`config.mk`:
```
export PLATFORM = sky130hd
export DESIGN_NAME = multicycle_ctrl_ws
export DESIGN_NICKNAME = d
export VERILOG_FILES = /design/src/rtl/multicycle_ctrl_ws.sv
export SDC_FILE = /design/constraint.sdc
export NUM_CORES = 1
export LEC_CHECK = 0
export CAP_MARGIN = 20
export CORE_MARGIN = 2
export CORE_UTILIZATION = 36
export CTS_CLUSTER_DIAMETER = 50
export DETAILED_ROUTE_END_ITERATION = 12
export PLACE_DENSITY = 0.89
export REMOVE_ABC_BUFFERS = 1
export SYNTH_ARGS = -nofsm -noshare
export SYNTH_HDL_FRONTEND = slang
export SYNTH_SLANG_ARGS = --single-unit
```
`constraint.sdc`:
```
create_clock -name clk -period 2.76 [get_ports clk]
set_input_delay 0.552 -clock clk [delete_from_list [all_inputs] [get_ports clk]]
set_output_delay 0.552 -clock clk [all_outputs]
set_load 0.02 [all_outputs]
```
`src/rtl/multicycle_ctrl_ws.sv`:
```
// multicycle_ctrl_ws: Moore multicycle controller with wait-state memory, bus timeout and sticky fault
// Ports:
//   clk, rst (sync, active-low)          clock and reset
//   access, opc, ir                      condition result, opcode, instruction register
//   mem_ready                            memory completes the pending access this cycle
//   pc_write .. c_write, mem_to_reg,
//   alu_src_b                            datapath and flag strobes, all decoded from state
//   fault, fault_code                    sticky fault indication (1 undefined, 2 bus timeout)
module multicycle_ctrl_ws #(
    parameter int OPC_W   = 3,
    parameter int TIMEOUT = 15
) (
    input  logic             clk,
    input  logic             rst,
    input  logic             access,
    input  logic [OPC_W-1:0] opc,
    input  logic [31:0]      ir,
    input  logic             mem_ready,
    output logic             pc_write,
    output logic             iord,
    output logic             mem_write,
    output logic             mem_read,
    output logic             ir_write,
    output logic             reg_in,
    output logic             reg_dst,
    output logic             reg_write,
    output logic             alu_src_a,
    output logic             alu_func,
    output logic             z_write,
    output logic             n_write,
    output logic             v_write,
    output logic             c_write,
    output logic [1:0]       mem_to_reg,
    output logic [1:0]       alu_src_b,
    output logic             fault,
    output logic [1:0]       fault_code
);
    localparam logic [3:0] START      = 4'd0;
    localparam logic [3:0] FETCH      = 4'd1;
    localparam logic [3:0] FETCH_DONE = 4'd2;
    localparam logic [3:0] DECODE     = 4'd3;
    localparam logic [3:0] ARITH      = 4'd4;
    localparam logic [3:0] LOGIC      = 4'd5;
    localparam logic [3:0] CMP        = 4'd6;
    localparam logic [3:0] LOAD       = 4'd7;
    localparam logic [3:0] LOAD_WB    = 4'd8;
    localparam logic [3:0] STORE      = 4'd9;
    localparam logic [3:0] BRANCH     = 4'd10;
    localparam logic [3:0] FAULT      = 4'd11;
    localparam int CW = $clog2(TIMEOUT + 1);
    localparam logic [CW-1:0] T_LAST = CW'(TIMEOUT - 1);

    logic [3:0]    state, state_nxt, dp_nxt, cls_nxt;
    logic [CW-1:0] cnt;
    logic [1:0]    code;
    logic [31:0]   opc_v;
    logic          waiting, bus_fault, dec_undef;
    logic          unused_ir;

    assign unused_ir = ^{ir[31:30], ir[27], ir[25:24], ir[22:21], ir[19:0]};
    assign opc_v     = 32'(opc);
    assign waiting   = state == FETCH || state == LOAD || state == STORE;
    // ready in the last allowed cycle still completes the access
    assign bus_fault = waiting && !mem_ready && cnt == T_LAST;
    assign dp_nxt    = opc_v <= 2 ? ARITH : (opc_v == 5 || opc_v == 6) ? CMP : opc_v <= 7 ? LOGIC : FAULT;
    assign cls_nxt   = ir[29:28] == 2'b00 ? dp_nxt : ir[29:28] == 2'b01 ? (ir[20] ? STORE : LOAD) :
                       ir[29:28] == 2'b10 ? BRANCH : FAULT;
    assign dec_undef = access && cls_nxt == FAULT;
    assign fault      = state == FAULT;
    assign fault_code = code;

    always_comb begin
        state_nxt = START;
        case (state)
            START:                             state_nxt = FETCH;
            FETCH:                             state_nxt = mem_ready ? FETCH_DONE : bus_fault ? FAULT : FETCH;
            FETCH_DONE:                        state_nxt = DECODE;
            DECODE:                            state_nxt = access ? cls_nxt : FETCH;
            ARITH, LOGIC, CMP, BRANCH, LOAD_WB: state_nxt = FETCH;
            LOAD:                              state_nxt = mem_ready ? LOAD_WB : bus_fault ? FAULT : LOAD;
            STORE:                             state_nxt = mem_ready ? FETCH : bus_fault ? FAULT : STORE;
            FAULT:                             state_nxt = FAULT;
            default:                           state_nxt = START;
        endcase
    end

    always_ff @(posedge clk) begin
        if (!rst) begin
            state <= START;
            cnt   <= '0;
            code  <= 2'd0;
        end else begin
            state <= state_nxt;
            cnt   <= (waiting && !mem_ready) ? cnt + 1'b1 : '0;
            code  <= (state == DECODE && dec_undef) ? 2'd1 : bus_fault ? 2'd2 : code;
        end
    end

    always_comb begin
        {pc_write, iord, mem_write, mem_read, ir_write, reg_in, reg_dst, reg_write} = '0;
        {alu_src_a, alu_func, z_write, n_write, v_write, c_write} = '0;
        mem_to_reg = 2'd0;
        alu_src_b  = 2'd0;
        case (state)
            FETCH: mem_read = 1'b1;
            FETCH_DONE: begin
                ir_write  = 1'b1;
                pc_write  = 1'b1;
                alu_src_b = 2'd2;
            end
            ARITH, LOGIC, CMP: begin
                alu_src_a = 1'b1;
                alu_src_b = {1'b0, ir[23]};
                alu_func  = 1'b1;
                reg_dst   = state == LOGIC;
                reg_write = state != CMP;
                z_write   = 1'b1;
                n_write   = state == CMP ? ~opc[0] : 1'b1;
                v_write   = state == ARITH || (state == CMP && !opc[0]);
                c_write   = state != LOGIC;
            end
            LOAD, LOAD_WB, STORE: begin
                alu_src_a  = 1'b1;
                alu_src_b  = 2'd1;
                iord       = 1'b1;
                mem_read   = state == LOAD;
                mem_write  = state == STORE;
                reg_in     = state == STORE;
                mem_to_reg = state == LOAD_WB ? 2'd1 : 2'd0;
                reg_write  = state == LOAD_WB;
            end
            BRANCH: begin
                alu_src_b  = 2'd3;
                pc_write   = 1'b1;
                mem_to_reg = 2'd2;
                reg_dst    = 1'b1;
                reg_write  = ir[26];
            end
            default: ;
        endcase
    end
endmodule

```
* Word-level counts from Yosys, hierarchy flattened
Cells that the tools add are included.
Storage, ports and cells: flip-flop bits (word level) 10, logic and storage cells 82
Operators by class: muxes and demuxes 33, reduce and logical (&&, ||, !) cells 21, magnitude comparators 2, add/sub/neg operators 1, bitwise gates (word level) 2, equality and inequality tests 19
Operators by type and width (number):
- $mux 4 | 12
- $pmux 4 s7 | 1
- $eq 4x4->1 const B | 6
- $eq 4x3->1 const B | 4
- $mux 1 | 14
- $reduce_or 6->1 | 2
- $eq 4x2->1 const B | 2
- $ne 4x3->1 const B | 2
- $pmux 2 s4 | 1
- $eq 3x3->1 const B | 2
- $reduce_or 3->1 | 2
- $logic_and 1x1->1 | 5
- $add 4x1->4 const B | 1
- $eq 4x1->1 const B | 1
- $logic_not 4->1 | 1
- $logic_or 1x1->1 | 4
- $pmux 1 s2 | 2
- $pmux 2 s2 | 1
- $reduce_or 2->1 | 2
- $le 3x2->1 const B | 1
- $le 3x3->1 const B | 1
- $pmux 1 s3 | 1
- $eq 2x1->1 const B | 1
- $eq 2x2->1 const B | 1
- 6 further kinds | 8

* Logic depth before layout (Yosys ltp)
Gate-level depths: netlist (run 1).
word-level depth 9, depth in mapped cells 6

* Worst setup path after synthesis (run 1)
No wires, ideal clock.
path type flip-flop to output port, from register state[2], to output port reg_in, slack 0.616 ns, data arrival time 1.592 ns, stages on the path, launching flop included 6, required time 2.208 ns, cell sequence dfxtp_1 -> buf_6 -> nand2b_1 -> buf_2 -> nor3b_1 -> buf_4
On the way: cells in the longest elaborated chain, start to end 3
RTL lines:
- start, declared | RTL line 53 | logic [3:0] state, state_nxt, dp_nxt, cls_nxt;
- start signal, assigned | RTL line 93 | state <= state_nxt;
- $eq 4x3->1 (tied with other cells)
- $reduce_or 3->1
- $mux 1 (*)
- end, declared | RTL line 24 | output logic reg_in,
Every way passes the cells marked *; elsewhere a longest branch is shown, timed or not.

* Worst setup path after layout (run 1)
from register state[3], to output port reg_write
On the way: cells in the longest elaborated chain, start to end 3
RTL lines:
- $eq 4x3->1 (tied with other cells) | RTL line 104 | case (state)
- $reduce_or 3->1 | RTL line 104
- $pmux 1 s3 (*) | RTL line 104
- end, declared | RTL line 26 | output logic reg_write,
Marks and branches as above.

==> results of run 1 <==
## state kept, by name, summed over array words and instances, names as in the netlist
register	flops
state	4
fault_code	2
cnt	4
## metrics by stage
step	util	power [mW]
after floorplan	-	0.212
after global placement	0.546	0.255
after detailed placement	0.546	0.258
after CTS	0.564	0.394
after global routing	0.565	0.414
final	0.565	0.396
## logic make-up after synthesis
logic type               after synthesis  synth area share
flip-flops                            10             0.256
AND/OR/NAND/NOR                       42             0.288
AO/OA/AOI/OAI                         28             0.279
buffers and inverters                 15            0.0961
XOR/XNOR                               3            0.0337
adder cells (fa/ha/maj)                2            0.0320
multiplexers                           1            0.0144
## area by class of cell
class                      count  area share
tap                           27      0.0299
inverter                       7      0.0232
multi-input combinational     76       0.447
clock buffer                   4      0.0321
sequential                    10       0.178
timing repair buffer          33       0.290
## cell usage after synthesis, types with 2 or more instances
master / instances
o22ai_1: 2
a21oi_1: 5
dfxtp_1: 10
nor2_1: 13
buf_2: 3
nor2b_1: 2
nand2_1: 7
o21ai_0: 3
nand3_1: 3
nand2b_1: 6
nor3_1: 2
o32ai_1: 2
xor2_1: 2
ha_1: 2
o21ai_1: 2
inv_1: 6
buf_4: 2
## worst paths after layout
check	slack, ns	cells past startpoint	to	from
worst max-delay path	0.17	3	reg_write	state[3]
worst min register to register	0.47	1	cnt[0]	cnt[0]
worst min-delay path	0.47	1	cnt[0]	cnt[0]
worst max register to register	1.10	4	state[1]	state[0]
## power breakdown
group          leakage (nW)  switching [mW]  internal (mW)
sequential           0.0816          0.0158          0.149
combinational         0.326          0.0438         0.0469
clock                0.0210          0.0594         0.0804
## routing by layer
| metal | GRT usage | share of wire | vias to the layer above |
|---|---|---|---|
| met3 | 0.0268 | 0.067 | 12 |
| met2 | 0.311 | 0.52 | 55 |
| li1 | - | - | 415 |
| met1 | 0.175 | 0.38 | 390 |
| met5 | 0 | 0 | - |
| met4 | 0.117 | 0.036 | 0 |
## cells in the final DEF, fill, tap and decap left out, types with 3 or more instances in the layout
cell	netlist	routed
nor2_1	13	13
dfxtp_1	10	9
nand2_1	7	7
clkdlybuf4s50_1	0	32
inv_1	6	6
nand2b_1	6	6
o21ai_0	3	3
nand3_1	3	3
a21oi_1	5	5
clkbuf_4	0	3
==> reports/qor.yml, run 1 <==
cts-root-buf: "clkbuf_4"
finalNetCount: 172
syn_area_um2: 781
fin_ws_ns: 0.168
pin_count: 60
p_leak_nw: 0.429
synthCells: 101
required_ns: 2.21
clk_latency_ns: 0.28
area_delta_synth_final_pct: 44.9
layoutNonFillerInstCount: 157
grt_max_degree: 21
end_kind: "primary output"
relSlewSlack: 0.702
overflow: 0
criticalPathCategory: "register to primary output"
tightest_slew_ns: 0.441
skew_ns: 0.00437
fillers: 177
ant_nets: 0
report.final.slew_viol_count: 0
crit_buf_inv: 1
dieArea_um2: 2560
status: "complete, no violations"
yosys.area.top_type: "dfxtp_1"
ir_drop_mv: 0.219
cts_tree: "done"
synth_area_leaders: "dfxtp_1 (26%), nor2_1 (6.3%), nand2b_1 (4.8%), nand2_1 (3.4%), a21oi_1 (3.2%)"
antenna_found_initial: 0
place_ws_ns: 0.259
multi_input_area_um2: 505
core_area_um2: 2000
rows: 16
detailed_place_hpwl_um: 1510
hold_ws_ns: 0.467
power_density_nw_per_um2: 350
fin_crit_ns: 2.59
critPathSlowestCell: "clkdlybuf4s50_1"
drt-total-wl_um: 2000
diodes: 0
cts_setup_buffers: 0
yosysSeqAreaShare: 0.256
viasPerCell: 5.55
drv_cap: 0
vias: 872
hold_viol: 0
crit_path_max_fanout: 9
place_inst: 153
place_congestion: 0.832
crit_path_start_kind: "register"
grt_pass1_vias: 801
slowest_delay_ns: 0.64
dieHeight_um: 50.6
htree_num_levels: 1
fin_tns_setup_ns: 0
yosys_warnings: 0
arrival_ns: 2.04
synth_top_area_share: 0.256
fp.dieW_um: 50.6
avgSynthCellArea_um2: 7.73
drcViolationCount: 0
critical-path-top-delay-family: "buffers and inverters"
fmaxAchievable_ghz: 0.386
grt_usage: 0.170
portBuffers: 32
synth_edf_count: 0
setup_viol: 0
drtIter0Drc: 31
start_util: 0.390
cts_hold_buf: 0
design_area_um2: 1130
synth-seq-cells: 10
crit_path_cell_trace: "nand2b_1, o32ai_1, clkdlybuf4s50_1"
cts_resized: 0
drive_gt1_frac: 0.115
ys.flop_type: "dfxtp_1"
fin_crit_sh: 0.939
cts_buffer_depth: 2
async_flop_share: 0
hold_class: "register to register"
wire_per_inst_um: 12.7
clk_pin_slew_worst_paths_ns: 0.07
placed_area_um2: 1090
ys_types: 46
grt_first_pass_wirelength_um: 3340
rsz0062_at_grt: "false"
clkSinkCount: 10
final-seq-area_um2: 201
drt_pass1_iterations: 4
cts_buffers: 3
(Power assumes the default switching activity.)
==> run 2, diff against run 1 <==
--- a/config.mk
+++ b/config.mk
@@ -5,6 +5,7 @@
 export SDC_FILE = /design/constraint.sdc
 export NUM_CORES = 1
 export LEC_CHECK = 0
+export ABC_CLOCK_PERIOD_IN_PS = 2760
 export CAP_MARGIN = 20
 export CORE_MARGIN = 2
 export CORE_UTILIZATION = 36
==> results of run 2 <==
The final DEF is identical to that of run 1; final timing and power are the same.
==> run 3, diff against run 2 <==
--- a/config.mk
+++ b/config.mk
@@ -7,6 +7,7 @@
 export LEC_CHECK = 0
 export ABC_CLOCK_PERIOD_IN_PS = 2760
 export CAP_MARGIN = 20
+export CORE_ASPECT_RATIO = 1.4
 export CORE_MARGIN = 2
 export CORE_UTILIZATION = 36
 export CTS_CLUSTER_DIAMETER = 50
==> run 3 against run 2 <==
Effect of this change: first-iteration DRC count is 39% lower; critical path depth up 2; global-route usage decreased by 0.99 points; clock power decreased by 29%; count of clock-buffer cells in the layout is 1 lower; sequential share of layout area grew 0.33 points; sequential power about the same; combinational power decreased by 1%; clock skew decreased by 0.0024 ns; maximum frequency shrank 0.30%; total power down 10%; largest cell class unchanged.
==> reports/qor.yml, run 3 (synthesized netlist as in run 1, its figures left out) <==
relSlewSlack: 0.604  # was 0.702
fin_tns_setup_ns: 0  # unchanged
whs_path_depth: 1  # unchanged
diodes: 0  # unchanged
rsz0062_at_grt: "false"  # unchanged
cts_resized: 0  # unchanged
area_delta_synth_final_pct: 41.3  # was 44.9%
end_kind: "primary output"  # unchanged
reg2reg_slack_ns: 1.02  # was 1.10 ns
layout_commonest_cell: "clkdlybuf4s50_1"  # unchanged
grt_usage: 0.160  # was 0.170
crit_path_max_fanout: 20  # was 9
grt_max_degree: 21  # unchanged
r2r-end: "state[1]"  # unchanged
wire_per_inst_um: 12.6  # was 12.7 um
ir_drop_mv: 0.256  # was 0.219 mV
drcViolationCount: 0  # unchanged
start_util: 0.391  # was 0.390
reg2reg_from: "state[1]"  # was state[0]
cts_setup_buffers: 0  # unchanged
cts-root-buf: "clkbuf_4"  # unchanged
tightest_slew_ns: 0.594  # was 0.441 ns
finalNetCount: 171  # was 172
power_density_nw_per_um2: 321  # was 350 nW/um2
cts_buffer_depth: 2  # unchanged
r2r_cells: 4  # unchanged
portBuffers: 32  # unchanged
status: "complete, no violations"  # unchanged
drive_gt1_frac: 0.102  # was 0.115
crit_path_cell_trace: "nand2_2, inv_1, nor2_1, o22ai_1, clkdlybuf4s50_1"  # was nand2b_1, o32ai_1, clkdlybuf4s50_1
fp.dieW_um: 43.4  # was 50.6 um
drtIter0Drc: 19  # was 31
setup_viol: 0  # unchanged
drt-total-wl_um: 1880  # was 2000 um
overflow: 0  # unchanged
fillers: 195  # was 177
skew_ns: 0.00195  # was 0.00437 ns
cts_hold_buf: 0  # unchanged
hp-start: "cnt[0]"  # unchanged
ant_nets: 0  # unchanged
fin_crit_sh: 0.942  # was 0.939
slowest_delay_ns: 0.70  # was 0.64 ns
grt_pass1_vias: 766  # was 801
p_leak_nw: 0.416  # was 0.429 nW
place_congestion: 0.806  # was 0.832
grt_first_pass_wirelength_um: 3190  # was 3340 um
hold_class: "register to register"  # unchanged
hold_end: "cnt[0]"  # unchanged
arrival_ns: 2.05  # was 2.04 ns
cts_tree: "done"  # unchanged
drv_cap: 0  # unchanged
detailed_place_hpwl_um: 1500  # was 1510 um
report.final.slew_viol_count: 0  # unchanged
required_ns: 2.21  # about the same
hold_viol: 0  # unchanged
drt_pass1_iterations: 4  # unchanged
final_cell_mix: "clkdlybuf4s50_1 (32), nor2_1 (13), dfxtp_1 (10)"  # was clkdlybuf4s50_1 (32), nor2_1 (13), dfxtp_1 (9)
p_total_mw: 0.354  # was 0.396 mW
cts_buffers: 3  # unchanged
crit_path_start_kind: "register"  # unchanged
criticalPathCategory: "register to primary output"  # unchanged
clk_pin_slew_worst_paths_ns: 0.06  # was 0.07 ns
fmaxAchievable_ghz: 0.385  # was 0.386 GHz
viasPerCell: 5.42  # was 5.55
fin_crit_ns: 2.60  # was 2.59 ns
htree_num_levels: 1  # unchanged
dieHeight_um: 59.1  # was 50.6 um
core_area_um2: 2000  # about the same
antenna_found_initial: 0  # unchanged
clkSinkCount: 10  # unchanged
pin_count: 60  # unchanged
critPathSlowestCell: "dfxtp_1"  # was clkdlybuf4s50_1
vias: 808  # was 872
clk_latency_ns: 0.27  # was 0.28 ns
rows: 19  # was 16
dieArea_um2: 2560  # about the same
## run 3: worst max path at each step
| stage | start | to | slack, ns | cells past startpoint |
|---|---|---|---|---|
| after floorplan | state[2] | mem_write | 0.56 | 2 |
| after CTS | state[2] | v_write | 0.10 | 3 |
| after global routing | state[1] | alu_src_b[0] | 0.003 | 5 |
| final | state[1] | alu_src_b[0] | 0.16 | 5 |
| after global placement | opc[0] | v_write | 0.29 | 3 |
| after detailed placement | opc[0] | v_write | 0.27 | 3 |
## run 3: worst max-delay path, delay by kind of cell (launching register included)
| family | cells | cell delay (ns) |
|---|---|---|
| buf+inv | 2 | 0.74 |
| flops | 1 | 0.70 |
| simple gates | 2 | 0.21 |
| compound gates | 1 | 0.12 |
## run 3: final cells by class
class | instances | area [um2] | area share
inverters | 7 | 26.3 | 0.0238
well taps | 21 | 26.3 | 0.0238
repair buffers | 32 | 320 | 0.290
multi-input cells | 76 | 508 | 0.460
clock buffers | 3 | 22.5 | 0.0204
flip-flops and latches | 10 | 200 | 0.181
## run 3: per-stage QoR
step / cells / setup WS (ns) / area, um2 / hold slack (ns) / util
detailed placement: 146 / 0.274 / 1080 / 0.471 / 0.540
global placement: 146 / 0.290 / 1080 / 0.443 / 0.540
finish: 149 / 0.160 / 1100 / 0.473 / 0.553
global route: 149 / 0.00303 / 1100 / 0.497 / 0.553
floorplan: 93 / 0.562 / 732 / 0.430 / -
CTS: 149 / 0.101 / 1100 / 0.486 / 0.551
## run 3: per-layer routing
layer / routed length [um] / global-route usage / up-vias
li1: - / - / 412
met1: 783 / 0.169 / 367
met2: 976 / 0.299 / 27
met3: 101 / 0.0244 / 2
met4: 21 / 0.0823 / 0
met5: 0 / 0 / -
## run 3: report_power, final
group,switching [mW],leakage (nW),total [mW],internal [mW]
sequential,0.0159,0.0812,0.165,0.149
clock,0.0490,0.0138,0.0995,0.0504
combinational,0.0428,0.321,0.0897,0.0469
total,0.108,0.416,0.354,0.246
